--- src/rtl/ctrl_pkg.sv ---
// Shared definitions for the pipelined control unit: opcode patterns,
// the control bundle carried down the pipe, and ALU operation codes.
package ctrl_pkg;

    localparam int CTRL_W = 17;

    localparam logic [2:0] ALU_PASS = 3'b000;
    localparam logic [2:0] ALU_ADD  = 3'b010;
    localparam logic [2:0] ALU_SUB  = 3'b011;

    localparam logic [4:0] LINK_REG = 5'd30;

    // casez patterns on instr[31:21]
    localparam logic [10:0] OP_B    = 11'b000101?????;
    localparam logic [10:0] OP_BL   = 11'b100101?????;
    localparam logic [10:0] OP_BR   = 11'b11010110000;
    localparam logic [10:0] OP_BLT  = 11'b01010100???;
    localparam logic [10:0] OP_CBZ  = 11'b10110100???;
    localparam logic [10:0] OP_ADDI = 11'b1001000100?;
    localparam logic [10:0] OP_ADDS = 11'b10101011000;
    localparam logic [10:0] OP_SUBS = 11'b11101011000;
    localparam logic [10:0] OP_LDUR = 11'b11111000010;
    localparam logic [10:0] OP_STUR = 11'b11111000000;

    typedef enum logic [2:0] {
        BRK_NONE,
        BRK_B,
        BRK_BL,
        BRK_BR,
        BRK_BLT,
        BRK_CBZ
    } br_kind_t;

    typedef struct packed {
        logic       reg_write;
        logic       mem_write;
        logic       mem_read;
        logic       mem_to_reg;
        logic       alu_src;
        logic       immediate;
        logic       set_flags;
        logic       reg2loc;
        logic       blink;
        logic [2:0] alu_op;
        logic [4:0] rd;
    } ctrl_bundle_t;

endpackage

--- src/rtl/ctrl_decode.sv ---
// Purely combinational opcode decode: control bundle, branch kind and
// which register sources the instruction actually reads.
module ctrl_decode
    import ctrl_pkg::*;
#(
    parameter logic [4:0] XZR_IDX = 5'd31
) (
    input  logic [31:0]  instr,
    output ctrl_bundle_t bundle,
    output br_kind_t     br_kind,
    output logic         use_rn,
    output logic         use_src2,
    output logic [4:0]   rn,
    output logic [4:0]   src2
);

    ctrl_bundle_t raw;
    logic         unused_imm;

    always_comb begin
        raw      = '0;
        br_kind  = BRK_NONE;
        use_rn   = 1'b0;
        use_src2 = 1'b0;
        casez (instr[31:21])
            OP_ADDI: begin
                raw.alu_src   = 1'b1;
                raw.immediate = 1'b1;
                raw.alu_op    = ALU_ADD;
                raw.reg_write = 1'b1;
                raw.rd        = instr[4:0];
                use_rn        = 1'b1;
            end
            OP_ADDS, OP_SUBS: begin
                raw.alu_op    = (instr[30]) ? ALU_SUB : ALU_ADD;
                raw.set_flags = 1'b1;
                raw.reg_write = 1'b1;
                raw.reg2loc   = 1'b1;
                raw.rd        = instr[4:0];
                use_rn        = 1'b1;
                use_src2      = 1'b1;
            end
            OP_LDUR: begin
                raw.alu_src    = 1'b1;
                raw.mem_read   = 1'b1;
                raw.mem_to_reg = 1'b1;
                raw.reg_write  = 1'b1;
                raw.alu_op     = ALU_ADD;
                raw.rd         = instr[4:0];
                use_rn         = 1'b1;
            end
            OP_STUR: begin
                raw.alu_src   = 1'b1;
                raw.mem_write = 1'b1;
                raw.alu_op    = ALU_ADD;
                raw.rd        = instr[4:0];
                use_rn        = 1'b1;
                use_src2      = 1'b1;
            end
            OP_BL: begin
                raw.reg_write = 1'b1;
                raw.blink     = 1'b1;
                raw.rd        = LINK_REG;
                br_kind       = BRK_BL;
            end
            OP_B: begin
                raw.rd  = instr[4:0];
                br_kind = BRK_B;
            end
            OP_BR: begin
                raw.rd   = instr[4:0];
                br_kind  = BRK_BR;
                use_src2 = 1'b1;
            end
            OP_BLT: begin
                raw.rd  = instr[4:0];
                br_kind = BRK_BLT;
            end
            OP_CBZ: begin
                raw.rd   = instr[4:0];
                br_kind  = BRK_CBZ;
                use_src2 = 1'b1;
            end
            default: ;
        endcase
        bundle = raw;
        if (raw.rd == XZR_IDX) bundle.reg_write = 1'b0;
    end

    assign rn         = instr[9:5];
    assign src2       = raw.reg2loc ? instr[20:16] : instr[4:0];
    assign unused_imm = ^instr[15:10];

endmodule

--- src/rtl/ctrl_pipe_unit.sv ---
// ID-stage control: decode, branch resolution, load-use stall, the
// valid-qualified control pipeline and the architectural NZCV register.
module ctrl_pipe_unit
    import ctrl_pkg::*;
#(
    parameter int         NSTAGE   = 3,
    parameter logic [4:0] XZR_IDX  = 5'd31,
    parameter logic [3:0] FLAG_RST = 4'b0000
) (
    input  logic                     clk,
    input  logic                     reset_n,
    input  logic                     id_valid_i,
    input  logic [31:0]              id_instr_i,
    input  logic                     cbz_zero_i,
    input  logic [3:0]               ex_nzcv_i,
    output logic                     id_ready_o,
    output logic                     br_taken_o,
    output logic                     br_uncond_o,
    output logic                     br_reg_o,
    output logic                     flush_o,
    output logic [NSTAGE-1:0]        stage_valid_o,
    output logic [NSTAGE*CTRL_W-1:0] stage_ctrl_o,
    output logic [3:0]               flags_o
);

    ctrl_bundle_t      id_bundle;
    br_kind_t          id_br;
    logic              use_rn;
    logic              use_src2;
    logic [4:0]        rn;
    logic [4:0]        src2;

    ctrl_bundle_t      ctrl_pn [NSTAGE];
    logic [NSTAGE-1:0] vld_pn;
    logic [3:0]        flags_q;

    ctrl_bundle_t      ctrl_p0;
    logic              vld_p0;
    logic              ex_setflags;
    logic [3:0]        blt_nzcv;
    logic              load_use;
    logic              id_go;

    ctrl_decode #(
        .XZR_IDX (XZR_IDX)
    ) u_decode (
        .instr    (id_instr_i),
        .bundle   (id_bundle),
        .br_kind  (id_br),
        .use_rn   (use_rn),
        .use_src2 (use_src2),
        .rn       (rn),
        .src2     (src2)
    );

    assign ctrl_p0 = ctrl_pn[0];
    assign vld_p0  = vld_pn[0];

    // BLT sees the flags the EX instruction is producing this cycle
    assign ex_setflags = vld_p0 && ctrl_p0.set_flags;
    assign blt_nzcv    = ex_setflags ? ex_nzcv_i : flags_q;

    assign load_use = vld_p0 && ctrl_p0.mem_read && (ctrl_p0.rd != XZR_IDX) &&
                      ((use_rn && (rn == ctrl_p0.rd)) ||
                       (use_src2 && (src2 == ctrl_p0.rd)));

    assign id_ready_o = !(id_valid_i && load_use);
    assign id_go      = id_valid_i && !load_use;

    always_comb begin
        br_taken_o  = 1'b0;
        br_uncond_o = 1'b0;
        br_reg_o    = 1'b0;
        if (id_go) begin
            case (id_br)
                BRK_B, BRK_BL: begin
                    br_taken_o  = 1'b1;
                    br_uncond_o = 1'b1;
                end
                BRK_BR: begin
                    br_taken_o  = 1'b1;
                    br_uncond_o = 1'b1;
                    br_reg_o    = 1'b1;
                end
                BRK_CBZ: br_taken_o = cbz_zero_i;
                BRK_BLT: br_taken_o = blt_nzcv[3] ^ blt_nzcv[0];
                default: ;
            endcase
        end
    end

    assign flush_o = br_taken_o;

    // ID -> EX and down the stages; a stall injects a clean bubble
    always_ff @(posedge clk or negedge reset_n) begin
        if (!reset_n) begin
            vld_pn  <= '0;
            flags_q <= FLAG_RST;
            for (int k = 0; k < NSTAGE; k++) ctrl_pn[k] <= '0;
        end else begin
            vld_pn[0]  <= id_go;
            ctrl_pn[0] <= id_go ? id_bundle : '0;
            for (int k = 1; k < NSTAGE; k++) begin
                vld_pn[k]  <= vld_pn[k-1];
                ctrl_pn[k] <= ctrl_pn[k-1];
            end
            if (ex_setflags) flags_q <= ex_nzcv_i;
        end
    end

    for (genvar g = 0; g < NSTAGE; g++) begin : g_pack
        assign stage_ctrl_o[g*CTRL_W +: CTRL_W] = ctrl_pn[g];
    end

    assign stage_valid_o = vld_pn;
    assign flags_o       = flags_q;

endmodule
--- config.mk ---
export PLATFORM = sky130hd
export DESIGN_NAME = ctrl_pipe_unit
export DESIGN_NICKNAME = d
export VERILOG_FILES = /design/src/rtl/ctrl_pkg.sv /design/src/rtl/ctrl_decode.sv /design/src/rtl/ctrl_pipe_unit.sv
export SDC_FILE = /design/constraint.sdc
export NUM_CORES = 1
export LEC_CHECK = 0
export CORE_ASPECT_RATIO = 0.5
export CORE_MARGIN = 2
export CORE_UTILIZATION = 37
export CTS_CLUSTER_SIZE = 20
export DETAILED_ROUTE_END_ITERATION = 8
export PLACE_DENSITY_LB_ADDON = 0.25
export SYNTH_ARGS = -nofsm -noshare
export SYNTH_HDL_FRONTEND = slang
export SYNTH_SLANG_ARGS = --single-unit
--- constraint.sdc ---
create_clock -name clk -period 6.7 [get_ports clk]
set_input_delay 2.01 -clock clk [delete_from_list [all_inputs] [get_ports clk]]
set_output_delay 2.01 -clock clk [all_outputs]
set_load 0.01 [all_outputs]
# Word level (Yosys, flattened, before mapping)
# Cells that the tools add are included.
# classes
add_sub_neg	0
n_mul	0
n_div	0
order_cmp	0
n_eq_ne	19
n_shift	0
muxes	23
bitwise	1
reduce_logical	18
# op_table
operator	n
11-bit equality test (second input constant)	5
17-bit 2-to-1 mux	1
3-bit case mux with 5 select lines	1
5-bit OR reduction	3
1-bit 2-to-1 mux	14
10-bit equality test (second input constant)	1
5-bit equality test	2
5-bit case mux with 2 select lines	1
9-bit OR reduction	1
8-bit by 7-bit equality test with 1-bit output (second input constant)	1
8-bit equality test (second input constant)	1
1-bit logical AND	8
3-bit by 2-bit equality test with 1-bit output (second input constant)	2
3-bit equality test (second input constant)	2
6-bit by 3-bit equality test with 1-bit output (second input constant)	1
6-bit equality test (second input constant)	1
3-bit case mux with 2 select lines	1
3-bit OR reduction	2
5-bit equality test (second input constant)	1
5-bit 2-to-1 mux	1
5-bit != test (second input constant)	1
2-bit 2-to-1 mux	2
4-bit 2-to-1 mux	1
3-bit by 1-bit equality test with 1-bit output (second input constant)	1
5 further kinds	6
# totals
ff_bits	58
latchBits	0
ramBits	0
rom_bits	0
in_bits	40
output_inout_bits	63
wordCells	97
n_memories	0

# Longest topological paths before layout
# logic_depth
depth_word	11
ltp_mapped	9
mapped_depth_nobuf	6

# By module
# Synthesis repeated with hierarchy kept, for this count alone.
# unflattened
cells_unflattened	180
area_unflattened_um2	2334.7
# modules_own_cells
module	instances	cells_each	area_per_inst_um2
ctrl_pipe_unit	1	119	1871.8
ctrl_decode	1	61	462.9

# Least setup slack after synthesis
# OpenSTA, ideal clock, no wires.
# synth_timing
path_kind	input -> output
start	in id_instr_i[22]
end	out flush_o
arrival_time_ns	4.022
t_required_ns	4.690
path_slack_ns	0.668
path_stages	7
path_buffers	1
path_cell_list	nor4b_4 > nor4b_4 > mux2i_1 > xnor2_1 > nor4_4 > nor4_1 > buf_4
# synth_between
elab_chain_cells	11
# synth_rtl
item	line_no	source
from (decl)	ctrl_pipe_unit.sv:13	input logic [31:0] id_instr_i,
11-bit equality test	ctrl_decode.sv:25	casez (instr[31:21])
2-bit OR reduction	n/a	
2-bit 2-to-1 mux	ctrl_decode.sv:25	
5-bit 2-to-1 mux	ctrl_decode.sv:91	assign src2 = raw.reg2loc ? instr[20:16] : instr[4:0];
5-bit equality test	ctrl_pipe_unit.sv:65	(use_src2 && (src2 == ctrl_p0.rd)));
1-bit logical AND	ctrl_pipe_unit.sv:65	
1-bit logical OR	ctrl_pipe_unit.sv:64	((use_rn && (rn == ctrl_p0.rd)) ||
1-bit logical AND	ctrl_pipe_unit.sv:63	assign load_use = vld_p0 && ctrl_p0.mem_read && (ctrl_p0.rd != XZR_IDX) &&
1-bit logical NOT	ctrl_pipe_unit.sv:68	assign id_go = id_valid_i && !load_use;
1-bit logical AND	ctrl_pipe_unit.sv:68	
1-bit 2-to-1 mux *	ctrl_pipe_unit.sv:74	if (id_go) begin
to (decl)	ctrl_pipe_unit.sv:20	output logic flush_o,
# Every way passes the cells marked *; elsewhere a longest branch is shown, timed or not.

# Worst setup path in the final report
# layout_timing
start	in id_instr_i[22]
end	out br_reg_o
# layout_between
elab_chain_cells	11
# layout_rtl
item	line_no	source
11-bit equality test	ctrl_decode.sv:25	
2-bit OR reduction	n/a	
2-bit 2-to-1 mux	ctrl_decode.sv:25	
5-bit 2-to-1 mux	ctrl_decode.sv:91	
5-bit equality test	ctrl_pipe_unit.sv:65	
1-bit logical AND	ctrl_pipe_unit.sv:65	
1-bit logical OR	ctrl_pipe_unit.sv:64	
1-bit logical AND	ctrl_pipe_unit.sv:63	
1-bit logical NOT	ctrl_pipe_unit.sv:68	
1-bit logical AND	ctrl_pipe_unit.sv:68	
1-bit 2-to-1 mux *	ctrl_pipe_unit.sv:74	
to (decl)	ctrl_pipe_unit.sv:19	output logic br_reg_o,
# Marked as above.

==> out/metrics.cfg <==
[placed_design]
gp_congestion = 0.839
place_inst = 353
preCtsSetupSlack_ps = -122
dp_hpwl_mm = 4.15
io_buffers = 93

[power]
pwr-share-comb_pct = 11.1
clock_power_share_pct = 39.0
leakage_nw = 1.50
swShare_pct = 20.2
vdd_drop_max_v = 0.000128
powerDensity_mw_per_mm2 = 178
cellInternalPower_uw = 484
power_uw = 606
p_switching_uw = 122
seqPwrFrac_pct = 49.8

[yosys]
yosys_most_used_dff = dfrtp_1
synth_seq_cells = 49
synth_warnings = 0
synth_cells = 175
yosys.area.top_type_share_pct = 57.5
synth_edf_count = 0
synth_common_cells = dfrtp_1 (49), nand2_1 (12), nor3_1 (12)
synth-seq-area-share_pct = 57.5
synth.most_common_cell = dfrtp_1
synth_largest_area_cell = dfrtp_1
avgSynthCellArea_sq_um = 12.2
synth_cell_types = 46
syn-cell-area_sq_mm = 0.00213
synth_area_leaders = dfrtp_1 (57%), buf_4 (3.5%), xnor2_1 (2.9%)
async_flop_share_pct = 100

[sta]
worst_slack_ps = 165
fin_skew_ps = 2.21
slew_headroom_pct = 32.0
drv_slew = 0
rsz0062_at_grt = false
max_freq_mhz = 153
setup-violations-final = 0
worst_slew_pin_slew_ps = 1020
final-hold-violation-count = 0
period_minus_slack_ps = 6540
finalCritPeriodShare_pct = 97.5

[cts]
clockRootBuffer = clkbuf_16
htree_num_levels = 2
postCtsHoldBufs = 0
cts_buffers = 5
cts_tree = yes
clk_path_buf_depth = 2
clk_latency_ps = 280
cts_sinks = 49
clk_pin_slew_worst_paths_ps = 60

[finish]
finalNetCount = 328
area_growth_pct = 59.7
finish.utilization_pct = 61.8
drive_gt1_share_pct = 15.6
fin_cells = 361
diodes = 0

[critical_path]
cp.arrival_ps = 4530
cp-end-kind = output pin
worstPathMaxFanout = 6
crit_type = input pin to output pin
crit_required_ps = 4690
critPathLaunchType = input pin

[drt]
postRouteAntennaNets = 0
firstDrtPassIters = 4
drc = 0
avgRoutedWirePerCell_um = 14.5
via_per_inst = 4.91
vias = 1771
drt_iter0_drc = 120
totalWireLength_mm = 5.22

[floorplan]
die-area_sq_mm = 0.00643
core_area_sq_mm = 0.00552
die_w_um = 111
start_util_pct = 38.7
num_io_pins = 103
rows = 19
die_h_um = 57.7

[grt]
grt_pass1_wl_mm = 8.46
antenna_found_initial = 0
grt_max_degree = 50
grt_overflow = 0
first_global_vias = 1745
grt_usage_pct = 16.7

[worst_hold_path]
hp-class = flip-flop to flip-flop

[flow_run]
cap_viol_max_count = 0

[outcome]
status = finished, final reports clean

==> final cells by class <==
| type | instances | area, sq um |
|---|---|---|
| fill | 463 | 2110 |
| inverter | 4 | 15.0 |
| timing repair buffer | 118 | 1110 |
| multi-input combinational | 110 | 823 |
| sequential | 49 | 1230 |
| clock buffer | 7 | 143 |
| tap | 73 | 91.3 |
==> path summary, 6_finish.rpt <==
| kind | cells after the start | endpoint | slack, ps | startpoint |
|---|---|---|---|---|
| max in group asynchronous | 1 | stage_ctrl_o[39] | 4170 | reset_n |
| max reg2reg | 7 | stage_ctrl_o[6] | 4550 | stage_ctrl_o[0] |
| min | 0 | stage_ctrl_o[25] | 370 | stage_ctrl_o[8] |
| max | 9 | br_reg_o | 160 | id_instr_i[22] |
| min reg2reg | 0 | stage_ctrl_o[25] | 370 | stage_ctrl_o[8] |
| min in group asynchronous | 1 | stage_ctrl_o[0] | 1910 | reset_n |
==> placed cells by master, fill, tap and decap left out, types with 4 or more instances in the layout <==
master           synthesis  final
a21oi_1                  5      5
dfrtp_1                 49     49
nor2_1                   7      7
nand3_1                  5      5
nor3b_1                  5      4
clkdlybuf4s50_1          0     88
dlygate4sd2_1            0      4
buf_4                   10     25
nor3_1                  12     11
xor2_1                   5      5
inv_1                    4      4
nand2_1                 12     12
clkbuf_16                0      5
mux2_2                   4      4
xnor2_1                  7      7
==> sequential cells by signal, summed over array words and instances, names as in the netlist <==
name / count
stage_ctrl_o: 42
flags_o: 4
stage_valid_o: 3
==> layer usage <==
metal,track usage (%),vias up,wire (um)
met5,0,-,0
met4,4.41,0,44
li1,-,837,-
met2,28.2,81,2470
met1,22.4,849,2360
met3,3.56,4,342
==> power by group through the flow <==
| stage | Sequential [mW] | Clock (mW) | Combinational [mW] |
|---|---|---|---|
| after floorplan | 0.309 | 0 | 0.0202 |
| after global placement | 0.307 | 0 | 0.0656 |
| after detailed placement | 0.307 | 0 | 0.0672 |
| after CTS | 0.302 | 0.241 | 0.0676 |
| after global routing | 0.302 | 0.256 | 0.0735 |
| final | 0.302 | 0.237 | 0.0674 |
==> critical path, cell delays in order <==
cell and delay, ps:
clkdlybuf4s50_1 460, nor4b_4 310, nor4b_4 220, buf_4 190
mux2i_1 220, xnor2_1 140, nor4_4 380, nor3_1 90
clkdlybuf4s50_1 500
==> cell families (layout without fill, tap and decap cells) <==
| kind of cell | Yosys count | count (layout) | synth area share [%] |
|---|---|---|---|
| multiplexers | 7 | 7 | 3.52 |
| AO/OA/AOI/OAI | 25 | 25 | 8.74 |
| buffers and inverters | 18 | 129 | 5.40 |
| flip-flops | 49 | 49 | 57.5 |
| other | 1 | 3 | 0.176 |
| XOR/XNOR | 12 | 12 | 4.93 |
| AND/OR/NAND/NOR | 63 | 63 | 19.8 |
==> through the flow <==
stage / area, sq um / setup TNS, ps / hold slack, ps
2_1_floorplan: 2140 / 0 / 416
3_3_place_gp: 3240 / -258 / 357
3_5_place_dp: 3240 / -389 / 362
4_1_cts: 3390 / 0 / 374
5_1_grt: 3410 / 0 / 390
6_report: 3410 / 0 / 373
==> timing repair <==
| item | in CTS | in global routing |
|---|---|---|
| buffers inserted | 0 | 1 |
| gates resized for setup | 6 | 2 |
| endpoints found under the hold margin | 0 | 0 |
| setup endpoints to repair | 5 | 1 |
| pin swaps | 2 | 0 |
Note: power is estimated with default switching activity, not from simulation.
